## src/rtl/seq_detect_scheduler.sv

```systemverilog
// Round-robin shared "101" overlapping Mealy detector with per-channel saved context,
// a tagged registered match result and saturating per-channel match counters.
module seq_detect_scheduler #(
    parameter int unsigned NCH   = 4,
    parameter int unsigned CNT_W = 8,
    localparam int unsigned CH_W = $clog2(NCH)
) (
    input  logic                 clk,
    input  logic                 reset,
    input  logic [NCH-1:0]       in_valid,
    input  logic [NCH-1:0]       in_bit,
    output logic [NCH-1:0]       in_ready,
    input  logic [NCH-1:0]       clr_cnt,
    output logic                 det_valid,
    output logic [CH_W-1:0]      det_ch,
    output logic                 det_match,
    output logic [NCH*CNT_W-1:0] match_cnt
);

    typedef enum logic [1:0] {
        StS0 = 2'd0,
        StS1 = 2'd1,
        StS2 = 2'd2
    } ctx_e;

    ctx_e             ctx_q [NCH];
    logic [CNT_W-1:0] cnt_q [NCH];
    logic [CH_W-1:0]  ptr_q, ptr_d;

    logic [CH_W-1:0]  idx;
    logic [CH_W-1:0]  grant;
    logic             found;
    ctx_e             cur_ctx, nxt_ctx;
    logic             gbit;
    logic             match;

    // Cyclic first-valid search starting at the priority pointer.
    always_comb begin
        idx      = '0;
        grant    = '0;
        found    = 1'b0;
        in_ready = '0;
        for (int k = 0; k < int'(NCH); k++) begin
            idx = CH_W'((32'(ptr_q) + 32'(k)) % NCH);
            if (!found && in_valid[idx]) begin
                found = 1'b1;
                grant = idx;
            end
        end
        if (found) begin
            in_ready[grant] = 1'b1;
        end
    end

    always_comb begin
        cur_ctx = ctx_q[grant];
        gbit    = in_bit[grant];
        nxt_ctx = StS0;
        match   = 1'b0;
        unique case (cur_ctx)
            StS0: nxt_ctx = gbit ? StS1 : StS0;
            StS1: nxt_ctx = gbit ? StS1 : StS2;
            StS2: begin
                nxt_ctx = gbit ? StS1 : StS0;
                match   = gbit;
            end
            default: nxt_ctx = StS0;
        endcase
        ptr_d = ptr_q;
        if (found) begin
            ptr_d = (grant == CH_W'(NCH - 1)) ? '0 : grant + 1'b1;
        end
    end

    always_ff @(posedge clk) begin
        if (reset) begin
            ptr_q     <= '0;
            det_valid <= 1'b0;
            det_ch    <= '0;
            det_match <= 1'b0;
            for (int i = 0; i < int'(NCH); i++) begin
                ctx_q[i] <= StS0;
                cnt_q[i] <= '0;
            end
        end else begin
            ptr_q     <= ptr_d;
            det_valid <= found;
            det_match <= found & match;
            if (found) begin
                det_ch        <= grant;
                ctx_q[grant]  <= nxt_ctx;
            end
            // A clear on a channel takes priority over a simultaneous increment.
            for (int i = 0; i < int'(NCH); i++) begin
                if (clr_cnt[i]) begin
                    cnt_q[i] <= '0;
                end else if (found && match && grant == CH_W'(i) &&
                             cnt_q[i] != {CNT_W{1'b1}}) begin
                    cnt_q[i] <= cnt_q[i] + 1'b1;
                end
            end
        end
    end

    for (genvar i = 0; i < int'(NCH); i++) begin : g_cnt_out
        assign match_cnt[i*CNT_W +: CNT_W] = cnt_q[i];
    end

endmodule

```

## config.mk

```make
export PLATFORM = sky130hd
export DESIGN_NAME = seq_detect_scheduler
export DESIGN_NICKNAME = d
export VERILOG_FILES = /design/src/rtl/seq_detect_scheduler.sv
export SDC_FILE = /design/constraint.sdc
export NUM_CORES = 1
export LEC_CHECK = 0
export BUFFER_PORTS_ARGS = -buffer_cell sky130_fd_sc_hd__buf_4
export CAP_MARGIN = 25
export CORE_MARGIN = 3
export CORE_UTILIZATION = 59
export DETAILED_ROUTE_END_ITERATION = 16
export GPL_TIMING_DRIVEN = 0
export PLACE_DENSITY = 0.85
export SKIP_CTS_REPAIR_TIMING = 1
export SLEW_MARGIN = 0
export SYNTH_ARGS = -nofsm -noshare
export SYNTH_HDL_FRONTEND = slang
export SYNTH_SLANG_ARGS = --single-unit
```

## constraint.sdc

```tcl
create_clock -name clk -period 4.9 [get_ports clk]
set_input_delay 0.98 -clock clk [delete_from_list [all_inputs] [get_ports clk]]
set_output_delay 0.98 -clock clk [all_outputs]
set_load 0.02 [all_outputs]
```

## Yosys cells after proc, flatten, opt, wreduce, memory -nomap -nowiden

Memories as Yosys holds them, arrays and structs flattened.
Index checks and enable logic that the tools add are counted.

| operators by class | value |
|---|---|
| add/subtract/negate cells | 8 |
| magnitude comparators | 6 |
| eq/ne operators | 9 |
| mux-type cells | 70 |
| bitwise operators | 9 |
| reductions and logical operators | 20 |

Operators with widths:

| operator | number |
|---|---|
| $mux 8 | 8 |
| $mux 1 | 46 |
| $add 8x1->8 const B | 4 |
| $ne 8x8->1 const B | 4 |
| $mux 2 | 8 |
| $lt 2x3->1 const B | 5 |
| $logic_and 1x1->1 | 13 |
| $bmux 1 s2 | 5 |
| $or 1x1->1 | 8 |
| $eq 2x2->1 const B | 3 |
| $add 2x1->2 const B | 2 |
| $add 2x2->2 const B | 2 |
| $eq 2x1->1 const B | 2 |
| $logic_not 2->1 | 2 |
| $mux 4 | 1 |
| $pmux 2 s2 | 1 |
| $reduce_or 2->1 | 2 |
| $logic_not 1->1 | 3 |
| $demux 1 s2 | 1 |
| $ge 2x1->1 const B | 1 |
| $and 1x1->1 | 1 |

| word-level totals | value |
|---|---|
| register bits | 6 |
| bits in writable memories | 40 |
| input bits | 14 |
| output and inout port bits | 40 |
| logic and storage cells | 128 |
| memories | 2 |

Memories:

| name | depth | bits a word | rd ports | clocked after memory_dff | wr ports | line | source |
|---|---|---|---|---|---|---|---|
| cnt_q | 4 | 8 | 4 | 0 | 4 | 27 | `logic [CNT_W-1:0] cnt_q [NCH];` |
| ctx_q | 4 | 2 | 1 | 0 | 4 | 26 | `ctx_e ctx_q [NCH];` |

## Depth between registers and ports, before layout

| depth | value |
|---|---|
| word-level depth | 23 |
| depth in mapped cells | 10 |
| gate-level depth less buffers | 9 |

## Worst setup path after synthesis

Ideal clock, no wire load.

| path | value |
|---|---|
| kind | input port to output port |
| start point | input port in_valid[2] |
| end point | output port in_ready[0] |
| arrival | 2.478 ns |
| data required time | 3.920 ns |
| setup slack | 1.442 ns |
| cell stages on the path | 7 |
| buffers on the path | 1 |
| cell sequence | nor2b_2 -> or4b_1 -> buf_2 -> nand2_1 -> inv_1 -> ha_1 -> and2_1 |

| between the ends | value |
|---|---|
| longest elaborated chain between the ends | 17 |
| elaborated cells on any way between the ends | 28 |

RTL lines:

| item | line | source |
|---|---|---|
| start: declaration | 10 | `input logic [NCH-1:0] in_valid,` |
| $bmux 1 s2 | 45 | `if (!found && in_valid[idx]) begin` |
| $mux 1 (not written as such) | 45 |  |
| $mux 1 | 45 |  |
| $logic_not 1->1 | 45 |  |
| $logic_and 1x1->1 | 45 |  |
| $mux 1 | 45 |  |
| $logic_not 1->1 | 45 |  |
| $logic_and 1x1->1 | 45 |  |
| (+2 left out) | n/a |  |
| $logic_and 1x1->1 | 45 |  |
| $mux 2 * | 45 |  |
| named net grant[0] | 31 | `logic [CH_W-1:0] grant;` |
| $lt 2x3->1 (not written as such) or $ge 2x1->1 (tied branches) | 51 | `in_ready[grant] = 1'b1;` |
| $logic_and 1x1->1 (not written as such) | 51 |  |
| $mux 1 (not written as such) | 51 |  |
| $demux 1 s2 * | 51 |  |
| $mux 4 * | 50 | `if (found) begin` |
| end: declaration | 12 | `output logic [NCH-1:0] in_ready,` |

The timed path passes the listed nets; every way through them passes the cells marked *. The select of a mux whose other input is x is not followed.

## Final worst setup path

| path | value |
|---|---|
| start point | input port in_valid[2] |
| end point | output port in_ready[2] |

The elaborated chain is that of the path after synthesis.

==> results.toml <==
[grt]
grt_max_degree = 14
grtUsageMet2_pct = 37.65
gr-total-overflow = 0
grt_pass1_wl_mm = 8.783
use_met3_pct = 4.571
grt-busiest-layer = "met2"
grt_pass1_vias = 1916
grt_usage_pct = 21.76
use_met1_pct = 26.90
antenna_found_initial = 0

[sta]
finalMaxSlewViolations = 0
tightest_slew_ps = 701.9
fmax_mhz = 258.5
tns_ps = 0
finalHoldViolations = 0
setup_viol = 0
finClkSkew_ps = 5.089
period_share_pct = 78.96
hold_slack_ps = 458.5
post-route-min-period_ps = 3869
rsz0062_at_grt = "false"
max_slew_margin_pct = 52.85

[setup_path]
r2r_cells = 10
max_stage_delay_ps = 510
critPathTopFamily = "simple AND/OR/NAND/NOR gates"
cp_max_fo = 7
worst_path_max_delay_cell = "or4b_1"
cp-start-kind = "primary input"
crit_arrival_ps = 2890
path_buf_inv = 4
worstSetupPathType = "in2out"
r2r-end = "cnt_q[2][6]"
r2r_start = "ptr_q[0]"
path_cells = "buf_4 -> nor2b_2 -> or4b_1 -> buf_2 -> nand2_1 -> inv_1 -> ha_1 -> and2_1 -> buf_4"
path_common_cell = "buf_4"
end_kind = "output port"
crit_required_ps = 3920
ff2ff_setup_slack_ps = 2050

[floorplan]
die_h_microns = 72.05
core_area_sq_um = 4115
start_util_pct = 62.54
die_w_microns = 72.05
pin_count = 54
die_area_sq_um = 5190
rows = 23

[power]
max-vdd-ir-drop_mv = 0.2164
power_density_nw_per_um2 = 317.4
p_total_uw = 988.5
leakage_nw = 1.287

[cts]
cts_tree = "done"
ctsHtreeMaxLevel = 2
cts_buffer_depth = 2
cts_buffers = 5
cts_root_buf = "clkbuf_8"
clock-sinks = 46
path_clk_slew_ps = 80
worstSkewPairLatency_ps = 290

[final_layout]
final_area_sq_um = 3114
diodes = 0
final_layout_size_suffix_gt1_share_pct = 25.66
area_delta_synth_final_pct = 21.00
layout.area.seq_sq_um = 1321
fin_util_pct = 75.68
multiInputGateArea_sq_um = 1196
n_fill_cell = 295
nNetsFinal = 325

[logic_synthesis]
synth_area_per_cell_sq_um = 10.59
synthFlopType = "edfxtp_1"
synth_warnings = 0
synth_edf_count = 40
synth-seq-area-share_pct = 51.34
post_synth_num_cell_types = 48
synth_top_cells_by_area = "edfxtp_1 47%, nor2_1 6.6%, xnor2_1 4.8%"
netlist_area_sq_um = 2574
synth_common_cells = "45 x nor2_1, 40 x edfxtp_1, 20 x nand3_1, 17 x nand2_1, 14 x xnor2_1"
yosysMostFrequentCell = "nor2_1"
synth_nets = 265
syn_inst = 243
synth.largest_area_cell = "edfxtp_1"
synth_top_area_share_pct = 46.67
synth_seq_cells = 46
postSynth.asyncResetShare_pct = 0

[detailed_routing]
drtIter0Drc = 97
firstDrtPassIters = 5
vias = 2015
postRouteAntennaNets = 0
routed_via_density = 5.692
routedWlPerCell_microns = 14.97
drt-total-wl_mm = 5.301
drc = 0

[hold_path]
min-delay-start = "det_ch[0]"
hold_path_class = "reg2reg"
hold_depth = 2
worstHoldEndpoint = "det_ch[0]"

[placement]
gp_congestion = 0.8020
dp_hpwl_mm = 3.953
port_buffers = 53
placed_area_sq_um = 3034

[status]
outcome = "finished, final reports clean"

[run]
cap_violations = 0
==> how the worst max path moves through the flow <==
| stage | startpoint | endpoint | slack (ps) | cells past startpoint |
|---|---|---|---|---|
| 4_1_cts | in_valid[2] | in_ready[2] | 1040 | 9 |
| 2_1_floorplan | in_valid[2] | in_ready[0] | 1440 | 7 |
| 5_1_grt | in_valid[2] | in_ready[0] | 920 | 9 |
| 6_report | in_valid[2] | in_ready[2] | 1030 | 9 |
| 3_3_place_gp | in_valid[2] | in_ready[2] | 1070 | 9 |
| 3_5_place_dp | in_valid[2] | in_ready[2] | 1040 | 9 |
==> stage by stage <==
step                setup slack (ps)  instances
floorplan                       1442        243
global placement                1071        346
detailed placement              1043        346
CTS                             1044        354
global route                   917.1        354
finish                          1031        354
==> flip-flops by register name, indices dropped and copies added, names as in the netlist <==
name,cells
ctx_q,8
det_match,1
cnt_q,32
det_valid,1
det_ch,2
ptr_q,2
==> power breakdown <==
part	internal, mW	switching (mW)	total (mW)
clock	0.101	0.116	0.218
sequential	0.461	0.0246	0.486
combinational	0.113	0.172	0.285
total	0.675	0.313	0.988
==> worst min-delay path, cell delays in order (launching register included) <==
cell     delay [ps]
dfxtp_1         310
nand2_1          50
a21oi_1          50
==> area by class of cell <==
class / count / share of cell area (%)
Sequential cell: 46 / 42.43
Multi-Input combinational cell: 185 / 38.41
Timing Repair Buffer: 53 / 12.78
Clock buffer: 8 / 2.571
Tap cell: 50 / 2.009
Buffer: 6 / 1.085
Inverter: 6 / 0.7232
==> cells by family after synthesis <==
family,after synthesis,share of synthesized area [%]
AND/OR/NAND/NOR,133,27.56
flip-flops,46,51.34
XOR/XNOR,24,8.167
AO/OA/AOI/OAI,20,6.855
buffers and inverters,12,2.187
adder cells (fa/ha/maj),8,3.889
==> cell usage in the layout (no fill, tap or decap), types with 4 or more instances in the layout <==
cell      count
clkbuf_8      5
buf_4        53
dfxtp_1       6
nand3_1      20
xor2_1       10
inv_1         5
and3_1       10
and2_1        4
xnor2_1      14
nor2b_1       4
nor2_1       45
nand4_2       4
edfxtp_1     40
nand2_1      17
clkbuf_1      5
nor4_1        4
ha_1          8
==> metal layers <==
| layer | share of wire [%] | vias to the layer above |
|---|---|---|
| met5 | 0 | - |
| met4 | 2.1 | 0 |
| met3 | 4.2 | 10 |
| met2 | 52 | 44 |
| met1 | 42 | 960 |
| li1 | - | 1001 |
No activity file was read; power rests on OpenSTA's default activity.
